## config.mk

```make
export PLATFORM = sky130hd
export DESIGN_NAME = display_scan_ctrl
export DESIGN_NICKNAME = d
export VERILOG_FILES = /design/src/rtl/display_scan_ctrl.sv
export SDC_FILE = /design/constraint.sdc
export NUM_CORES = 1
export LEC_CHECK = 0
export CAP_MARGIN = 0
export CORE_ASPECT_RATIO = 1.25
export CORE_MARGIN = 2
export CORE_UTILIZATION = 40
export CTS_BUF_LIST = sky130_fd_sc_hd__clkbuf_4 sky130_fd_sc_hd__clkbuf_8
export DETAILED_ROUTE_END_ITERATION = 12
export PLACE_DENSITY = 0.7
export SLEW_MARGIN = 25
export SYNTH_ARGS = -nofsm -noshare
export SYNTH_HDL_FRONTEND = slang
export SYNTH_SLANG_ARGS = --single-unit
```

## constraint.sdc

```tcl
create_clock -name clock -period 1.75 [get_ports clock]
set_input_delay 0.35 -clock clock [delete_from_list [all_inputs] [get_ports clock]]
set_output_delay 0.35 -clock clock [all_outputs]
set_load 0.03 [all_outputs]
```

## src/rtl/display_scan_ctrl.sv

```systemverilog
// display_scan_ctrl
//   Captures an 8-bit binary value, converts it to three BCD digits with a
//   sequential shift-add-3 (double-dabble) engine, then time-multiplexes the
//   digits onto a single downstream 7-segment decoder.
//
// Ports
//   clock    in   system clock, rising edge
//   reset_n  in   asynchronous active-low reset
//   valor    in   [7:0] unsigned value to display
//   carrega  in   load strobe, sampled on rising edge (ignored while busy)
//   digito   out  [7:0] decoder input: {4'b0, BCD} or 8'hFF for a blank digit
//   anodo    out  [2:0] active-low one-hot select: [0]=units [1]=tens [2]=hundreds
//   pronto   out  one-cycle pulse when a new value reaches the display
//   ocupado  out  high while a conversion is in progress

// Per-nibble double-dabble correction: a digit of 5 or more becomes >= 8
// after +3, so the following left shift carries it into the next decade.
module display_scan_nib_adj (
  input  logic [3:0] nib,
  output logic [3:0] adj
);
  assign adj = (nib >= 4'd5) ? nib + 4'd3 : nib;
endmodule

module display_scan_ctrl #(
  parameter int SCAN_DIV    = 50000,
  parameter int BLANK_ZEROS = 1
) (
  input  logic       clock,
  input  logic       reset_n,
  input  logic [7:0] valor,
  input  logic       carrega,
  output logic [7:0] digito,
  output logic [2:0] anodo,
  output logic       pronto,
  output logic       ocupado
);

  localparam int NUM_NIB = 3;
  localparam int DIV_W   = (SCAN_DIV > 1) ? $clog2(SCAN_DIV) : 1;
  localparam logic [DIV_W-1:0] DIV_MAX = DIV_W'(SCAN_DIV - 1);

  typedef enum logic [1:0] {OCIOSO, CONVERTE, ATUALIZA} state_t;

  state_t                     state;
  logic [2:0]                 cnt;
  logic [7:0]                 shift;
  logic [NUM_NIB-1:0][3:0]    bcd;
  logic [NUM_NIB-1:0][3:0]    bcd_adj;
  logic [3:0]                 cent, dez, uni;
  logic [1:0]                 idx;
  logic [DIV_W-1:0]           div;
  logic                       blank_h, blank_t;

  // ---------------------------------------------------------------------------
  // BCD correction, one instance per decade
  // ---------------------------------------------------------------------------
  generate
    for (genvar g = 0; g < NUM_NIB; g++) begin : g_adj
      display_scan_nib_adj u_adj (
        .nib (bcd[g]),
        .adj (bcd_adj[g])
      );
    end
  endgenerate

  // ---------------------------------------------------------------------------
  // Conversion FSM. The display registers only change in ATUALIZA, so the old
  // value stays visible for the whole conversion.
  // ---------------------------------------------------------------------------
  always_ff @(posedge clock or negedge reset_n) begin
    if (!reset_n) begin
      state   <= OCIOSO;
      cnt     <= '0;
      shift   <= '0;
      bcd     <= '0;
      cent    <= '0;
      dez     <= '0;
      uni     <= '0;
      pronto  <= 1'b0;
      ocupado <= 1'b0;
    end else begin
      pronto <= 1'b0;
      case (state)
        OCIOSO: begin
          if (carrega) begin
            shift   <= valor;
            bcd     <= '0;
            cnt     <= '0;
            ocupado <= 1'b1;
            state   <= CONVERTE;
          end
        end
        CONVERTE: begin
          // Correct then shift the whole {bcd, binary} register left by one.
          {bcd, shift} <= {bcd_adj, shift} << 1;
          cnt          <= cnt + 3'd1;
          if (cnt == 3'd7) state <= ATUALIZA;
        end
        ATUALIZA: begin
          cent    <= bcd[2];
          dez     <= bcd[1];
          uni     <= bcd[0];
          pronto  <= 1'b1;
          ocupado <= 1'b0;
          state   <= OCIOSO;
        end
        default: begin
          ocupado <= 1'b0;
          state   <= OCIOSO;
        end
      endcase
    end
  end

  // ---------------------------------------------------------------------------
  // Scan engine: free-running, independent of the FSM. Index walks 0->1->2->0.
  // ---------------------------------------------------------------------------
  always_ff @(posedge clock or negedge reset_n) begin
    if (!reset_n) begin
      div <= '0;
      idx <= 2'd0;
    end else if (div == DIV_MAX) begin
      div <= '0;
      idx <= (idx == 2'd2) ? 2'd0 : idx + 2'd1;
    end else begin
      div <= div + DIV_W'(1);
    end
  end

  // ---------------------------------------------------------------------------
  // Digit select and value. Decoded purely from registers so anodo and digito
  // move together, and a new display value is visible in the edge it lands.
  // ---------------------------------------------------------------------------
  assign blank_h = (BLANK_ZEROS != 0) && (cent == 4'd0);
  assign blank_t = blank_h && (dez == 4'd0);

  always_comb begin
    anodo  = 3'b110;
    digito = {4'b0000, uni};
    case (idx)
      2'd1: begin
        anodo  = 3'b101;
        digito = blank_t ? 8'hFF : {4'b0000, dez};
      end
      2'd2: begin
        anodo  = 3'b011;
        digito = blank_h ? 8'hFF : {4'b0000, cent};
      end
      default: begin
        anodo  = 3'b110;
        digito = {4'b0000, uni};
      end
    endcase
  end

endmodule

```

==> impl_results.md, run 1 <==
* Status: finished, violations left
* Failing checks: negative setup slack
* # hold bufs at CTS at 0
* Arr. time, crit path at 1.73 ns
* Peak VDD IR at 0.720 mV
* Combinational share of power at 0.327
* Fraction of layout cells with a size suffix above 1 at 0.243
* Port Buf Inserts at 23
* Clk_skew at 0.00667 ns
* Crit share post-route at 1.19
* Final setup TNS at -2.42 ns
* Synth Instances at 265
* CP required at 1.40 ns
* Asr flop ratio synth at 1.00
* CTS tree: done
* RSZ-0062 raised after global routing: yes
* Worst setup path end: digito[1]
* Max Cap Viol at 0
* Setup violators final at 8
* Layout area overhead at 25.1%
* Max frequency at 481 MHz
* Finished Layout Cells at 396
* Worst R2R Setup Slack at 0.12 ns
* CP cell instances: inv_2 > ha_4 > inv_1 > a221oi_4 > a21oi_2 > buf_4
* Grt met1 use at 0.199
* Synth cell types at 33
* Worst Setup SP: idx[0]
* Number of synthesized flops with an enable pin at 0
* PwrDens at 1310 nW/um2
* Worst Setup Start Kind: flip-flop
* Depth of the most critical reg-to-reg path at 4
* Core Rows at 33
* CTS Root Buffer Type: clkbuf_8
* Hpwl dp at 3460 um
* CP delay by family, top: flip-flops
* RR Endpoint: idx[0]
* I/O pin cnt at 24
* Cell Area, Synth at 2760 um2
* Overall routed net length at 5070 um
* Sink Count at 57
* Die ar. at 7590 um2
* Worst-margin pin slew at 0.541 ns
* Final #Nets at 329
* Static leakage at 1.59 nW
* Post-synth top cells: 57 x dfrtp_1, 26 x nand2_1, 25 x o21ai_0, 20 x nor2_1, 16 x inv_1
* H-tree levels at 3
* Most Used Layer, Global Route: met2
* Clk_lat worst skew at 0.33 ns
* GR Util met3 at 0.0476
* CP Capture Type: output pin
* Sequential power share at 0.431
* Crit path depth at 6
* Initial Utilization at 0.418
* Die height at 96.9 um
* Inserted Clock Buffers at 9
* Core area at 6610 um2
* Seq/Total Area, Yosys at 0.517
* Clock power frac at 0.242
* Main synth FF type: dfrtp_1
* Switching Fraction at 0.336
* Dpl cells at 379
* Hold slack at 0.0129 ns
* First-pass detailed-route iteration total at 4
* Final Core Density at 0.523
* Synth area leaders: dfrtp_1 52%, ha_1 6.3%, o21ai_0 4.5%, mux2_2 3.7%, nand2_1 3.5%
* First-pass GRT wire length at 8970 um
* Post-Synth Adder-Cell Area at 0.0635
* Largest net degree at the start of global routing at 58
* Post-route ant nets at 0
* Top-count cell post-synth: dfrtp_1
* Global placement routability congestion at 0.812
* Reg-to-reg startpoint: div[0]
* Worst hold path type: input pin to async pin
* Post-Syn Area per Cell at 10.4 um2
* Number of diodes at 0
* WS Path Type: flip-flop to output pin
* Initial antenna violation count at 0
* GR Util All Layers at 0.149
* Synth Area in Compound Gates at 0.102
* Vias at 1980
* Worst setup margin at -0.331 ns
* Synthesized net count at 290
* Internal power at 3.00 mW
* Post-Synth XOR/XNOR Area at 0.0603
* Clock tree buffer depth at 2
* Cell taking the most area after synthesis: dfrtp_1
* Clk slew on worst S/H paths at 0.06 ns
* Grt met2 use at 0.219
* Psw at 1.52 mW
* Fin crit period at 2.08 ns
* DR iter-0 viols at 133
* CP max FO at 5
* DR vias/cell at 5.00
* Die Wd at 78.3 um
* GRT overflow at 0
* Main combinational cell family by area after synthesis: simple AND/OR/NAND/NOR gates
* Slew headroom at 0.639
* Post-route DRC at 0
* Vias in the first global route at 1948
* Worst path slowest cell: dfrtp_1
* Drt wl/cell at 12.8 um
* Simple-gate share of the synthesized area at 0.149
* Fin. max-slew vios at 0
* Post-synthesis mux area share at 0.0626
* Final hold vios at 0
* Place WS at -0.0176 ns
* Register bit total from synthesis at 57
* Share of the synthesized area in the top cell type at 0.517
* Synth Warn # at 0
* Crit-path max cell delay at 0.39 ns
* Buf/Inv on CP at 3
[layout by cell type (no fill, tap or decap), drive strengths merged]
cell	synthesis	routed
clkdlybuf4s50	0	11
a32o	1	1
clkinv	0	3
nor4	5	5
nor2	20	20
a22oi	2	2
nand2	26	26
nor3	8	8
mux2i	6	6
ha	14	14
and2	1	1
a221oi	4	4
inv	16	16
buf	8	28
o31ai	2	2
nor2b	3	3
a21oi	8	8
xnor2	11	11
nand4	4	4
a22o	4	4
dfrtp	57	57
o21ai	25	25
mux2	10	10
a21o	1	1
clkbuf	3	13
nand3	11	11
xor2	8	8
nor4b	1	1
nand2b	5	5
and3	1	1
[sequential cells by signal (all words and copies together) (netlist names)]
name,count
bcd,12
cent,4
cnt,3
dez,4
div,16
idx,2
ocupado,1
pronto,1
shift,8
state,2
uni,4
[layout make-up]
type                       count  area, um2
clock buffer                  13        166
clock inverter                 3       15.0
fill                         604       3150
inverter                      16       60.1
multi-input combinational    181       1330
sequential                    57       1430
tap                           87        109
timing repair buffer          39        342
[metal layers]
metal  up-vias  share of wire
li1        989              -
met1       949           0.47
met2        32           0.47
met3        10          0.038
met4         0          0.024
met5         -              0
[cells by family after synthesis]
kind of cell | Yosys count
muxes | 16
AOI/OAI and AO/OA | 47
and+or+nand+nor | 85
DFF | 57
buffers and inverters | 27
xor gates and xnor gates | 19
adders and majority gates | 14
[metrics by stage]
stage	power, mW	cell area [um2]
2_1_floorplan	2.95	2820
3_3_place_gp	3.35	3180
3_5_place_dp	3.41	3180
4_1_cts	4.54	3420
5_1_grt	4.89	3450
6_report	4.51	3450
[how the worst min path moves through the flow]
stage	slack (ns)	end
2_1_floorplan	0.05	bcd[0]
3_3_place_gp	0.37	cent[3]
3_5_place_dp	0.38	cent[2]
4_1_cts	0.02	bcd[4]
5_1_grt	0.03	state[1]
6_report	0.01	state[1]
[timing repair]
item                                    CTS  global route
endpoints found under the setup margin    9            13
gates resized for setup                  10             5
gates cloned                              0             0
setup buffers                             1             0
pin swaps                                 1             0
[power by group through the flow]
stage | sequential, mW | clock (mW) | combinational [mW]
final | 1.95 | 1.09 | 1.48
after global routing | 2.00 | 1.19 | 1.69
after CTS | 1.94 | 1.12 | 1.48
after detailed placement | 1.94 | 0 | 1.47
after global placement | 1.93 | 0 | 1.42
after floorplan | 1.90 | 0 | 1.05
(Power assumes the default switching activity.)
==> run 2: changes to the inputs <==
- REMOVE_ABC_BUFFERS: unset -> 1
==> impl_results.md, run 2 (same netlist as run 1, synthesis figures left out) <==
* RSZ-0062 raised after global routing: yes (unchanged)
* Status: finished, violations left (unchanged)
* Place WS at -0.100 ns (was -0.0176 ns)
* CP required at 1.40 ns (about the same)
* Port Buf Inserts at 23 (unchanged)
* Initial antenna violation count at 0 (unchanged)
* Setup violators final at 8 (unchanged)
* Top reg by flops: div (unchanged)
* GR Util All Layers at 0.152 (was 0.149)
* CTS tree: done (unchanged)
* Clk_skew at 0.00407 ns (was 0.00667 ns)
* Max Cap Viol at 0 (unchanged)
* Die height at 96.9 um (unchanged)
* Max FFs per register at 16 (unchanged)
* First-pass detailed-route iteration total at 4 (unchanged)
* Dpl cell area at 3150 um2 (was 3180 um2)
* Clk_lat worst skew at 0.33 ns (about the same)
* Layout area overhead at 28.8% (was 25.1%)
* Fin. max-slew vios at 0 (unchanged)
* DR iter-0 viols at 27 (was 133)
* Combinational share of power at 0.331 (was 0.327)
* Vias in the first global route at 2056 (was 1948)
* Top flop regs: div (16), bcd (12), shift (8) (unchanged)
* WS Path Type: flip-flop to output pin (unchanged)
* Switching Fraction at 0.326 (was 0.336)
* RR Endpoint: idx[0] (unchanged)
* Tot Pwr at 4.81 mW (was 4.51 mW)
* Psw at 1.57 mW (was 1.52 mW)
* Post-route DRC at 0 (unchanged)
* Sequential power share at 0.400 (was 0.431)
* Post-route ant nets at 0 (unchanged)
* Commonest cells after routing, fill and taps aside: 57 x dfrtp_1, 25 x nand2_1, 24 x o21ai_0 (unchanged)
* PwrDens at 1350 nW/um2 (was 1310 nW/um2)
* CTS Root Buffer Type: clkbuf_8 (unchanged)
* Depth of the most critical reg-to-reg path at 4 (unchanged)
* Final Core Density at 0.538 (was 0.523)
* Clock tree buffer depth at 2 (unchanged)
* Final #Nets at 336 (was 329)
* Die Wd at 78.3 um (unchanged)
* Worst setup margin at -0.294 ns (was -0.331 ns)
* First-pass GRT wire length at 9120 um (was 8970 um)
* Worst hold path type: input pin to async pin (unchanged)
* GRT overflow at 0 (unchanged)
* I/O pin cnt at 24 (unchanged)
* Worst path slowest cell: dfrtp_1 (unchanged)
* Worst Setup Start Kind: flip-flop (unchanged)
* Inserted Clock Buffers at 9 (unchanged)
* Most common cell after layout, fill and taps aside: dfrtp_1 (unchanged)
* Initial Utilization at 0.418 (unchanged)
* Worst R2R Setup Slack at 0.12 ns (about the same)
* Arr. time, crit path at 1.69 ns (was 1.73 ns)
* Clock power frac at 0.269 (was 0.242)
* Slew headroom at 0.604 (was 0.639)
* Worst-margin pin slew at 0.595 ns (was 0.541 ns)
* Fraction of layout cells with a size suffix above 1 at 0.251 (was 0.243)
* Finished Layout Cells at 402 (was 396)
* Internal power at 3.24 mW (was 3.00 mW)
* Static leakage at 1.63 nW (was 1.59 nW)
* Peak VDD IR at 0.784 mV (was 0.720 mV)
* Overall routed net length at 5250 um (was 5070 um)
* Crit share post-route at 1.17 (was 1.19)
* Max frequency at 489 MHz (was 481 MHz)
* Global placement routability congestion at 0.827 (was 0.812)
* CP cell instances: inv_2 > ha_4 > a21o_1 > nand2_4 > nor2_4 > buf_4 (was inv_2 > ha_4 > inv_1 > a221oi_4 > a21oi_2 > buf_4)
* DR vias/cell at 4.94 (was 5.00)
* Clk slew on worst S/H paths at 0.06 ns (about the same)
* Die ar. at 7590 um2 (unchanged)
* Core Rows at 33 (unchanged)
* Vias at 1986 (was 1980)
* H-tree levels at 3 (unchanged)
* Largest net degree at the start of global routing at 41 (was 58)
* Sink Count at 57 (unchanged)
* Crit-path max cell delay at 0.41 ns (was 0.39 ns)
* Final instance area at 3550 um2 (was 3450 um2)
* CP max FO at 5 (unchanged)
* Failing checks: negative setup slack (unchanged)
* Number of diodes at 0 (unchanged)
* CP Capture Type: output pin (unchanged)
* Fin crit period at 2.04 ns (was 2.08 ns)
* Core area at 6610 um2 (unchanged)
* Reg-to-reg startpoint: div[0] (unchanged)
* Dpl cells at 382 (was 379)
* Drt wl/cell at 13.1 um (was 12.8 um)
* Hpwl dp at 3650 um (was 3460 um)
* Final hold vios at 0 (unchanged)
==> run 2: changes by cell type in the layout (fill, tap and decap cells not counted), moves of 2 or more <==
cell      previous run  this run
buf_6                3         9
a21oi_1              2         4
a21oi_2              6         4
clkbuf_4             2         0
clkbuf_8            11        13
clkinv_2             3         1
==> run 2: area by class of cell <==
cell class	instances	area, um2
Sequential cell	57	1430
Clock inverter	2	35.0
Multi-Input combinational cell	181	1330
Tap cell	87	109
Timing Repair Buffer	46	419
Fill cell	606	3050
Clock buffer	13	179
Inverter	16	60.1
==> run 2: worst max-delay path by stage <==
stage / from / end / slack, ns / depth (start not counted)
finish: idx[0] / digito[4] / -0.29 / 6
global route: idx[1] / digito[4] / -0.38 / 6
CTS: idx[1] / digito[0] / -0.28 / 6
detailed placement: idx[0] / digito[7] / -0.10 / 6
global placement: idx[1] / digito[0] / 0.006 / 6
floorplan: idx[0] / digito[4] / -1.23 / 4
==> run 2: per-layer routing <==
layer	GRT usage	up-vias	wire length (um)
li1	-	1000	-
met5	0	-	0
met3	0.0364	10	155
met4	0.0688	0	99
met1	0.177	949	2250
met2	0.261	27	2740
==> run 2: repair_timing <==
action                                 4_1_cts  5_1_grt
endpoints found under the hold margin       17        0
buffers inserted                             4        0
pin swaps                                    8        1
hold buffers                                 1        0
gates resized for setup                     34       12
setup endpoints to repair                   11       11
==> run 2: worst max-delay path: cells and delay by family (launching register included) <==
kind	cells	cell delay (ns)
buf+inv	2	0.31
simple gates	2	0.26
fa+ha+maj	1	0.21
compound gates	1	0.16
flops	1	0.41
==> run 2: power by group through the flow <==
| stage | Sequential, mW | Clock (mW) | Combinational, mW |
|---|---|---|---|
| 6_report | 1.92 | 1.29 | 1.60 |
| 5_1_grt | 1.97 | 1.38 | 1.82 |
| 4_1_cts | 1.92 | 1.33 | 1.59 |
| 3_5_place_dp | 1.93 | 0 | 1.52 |
| 3_3_place_gp | 1.92 | 0 | 1.49 |
| 2_1_floorplan | 1.90 | 0 | 1.00 |
==> run 2: metrics by stage <==
stage / hold WS [ns] / TNS, ns
after floorplan: 0.0544 / -17.08
after global placement: 0.309 / 0
after detailed placement: 0.314 / -0.451
after CTS: 0.483 / -2.06
after global routing: 0.508 / -2.92
final: 0.482 / -2.22
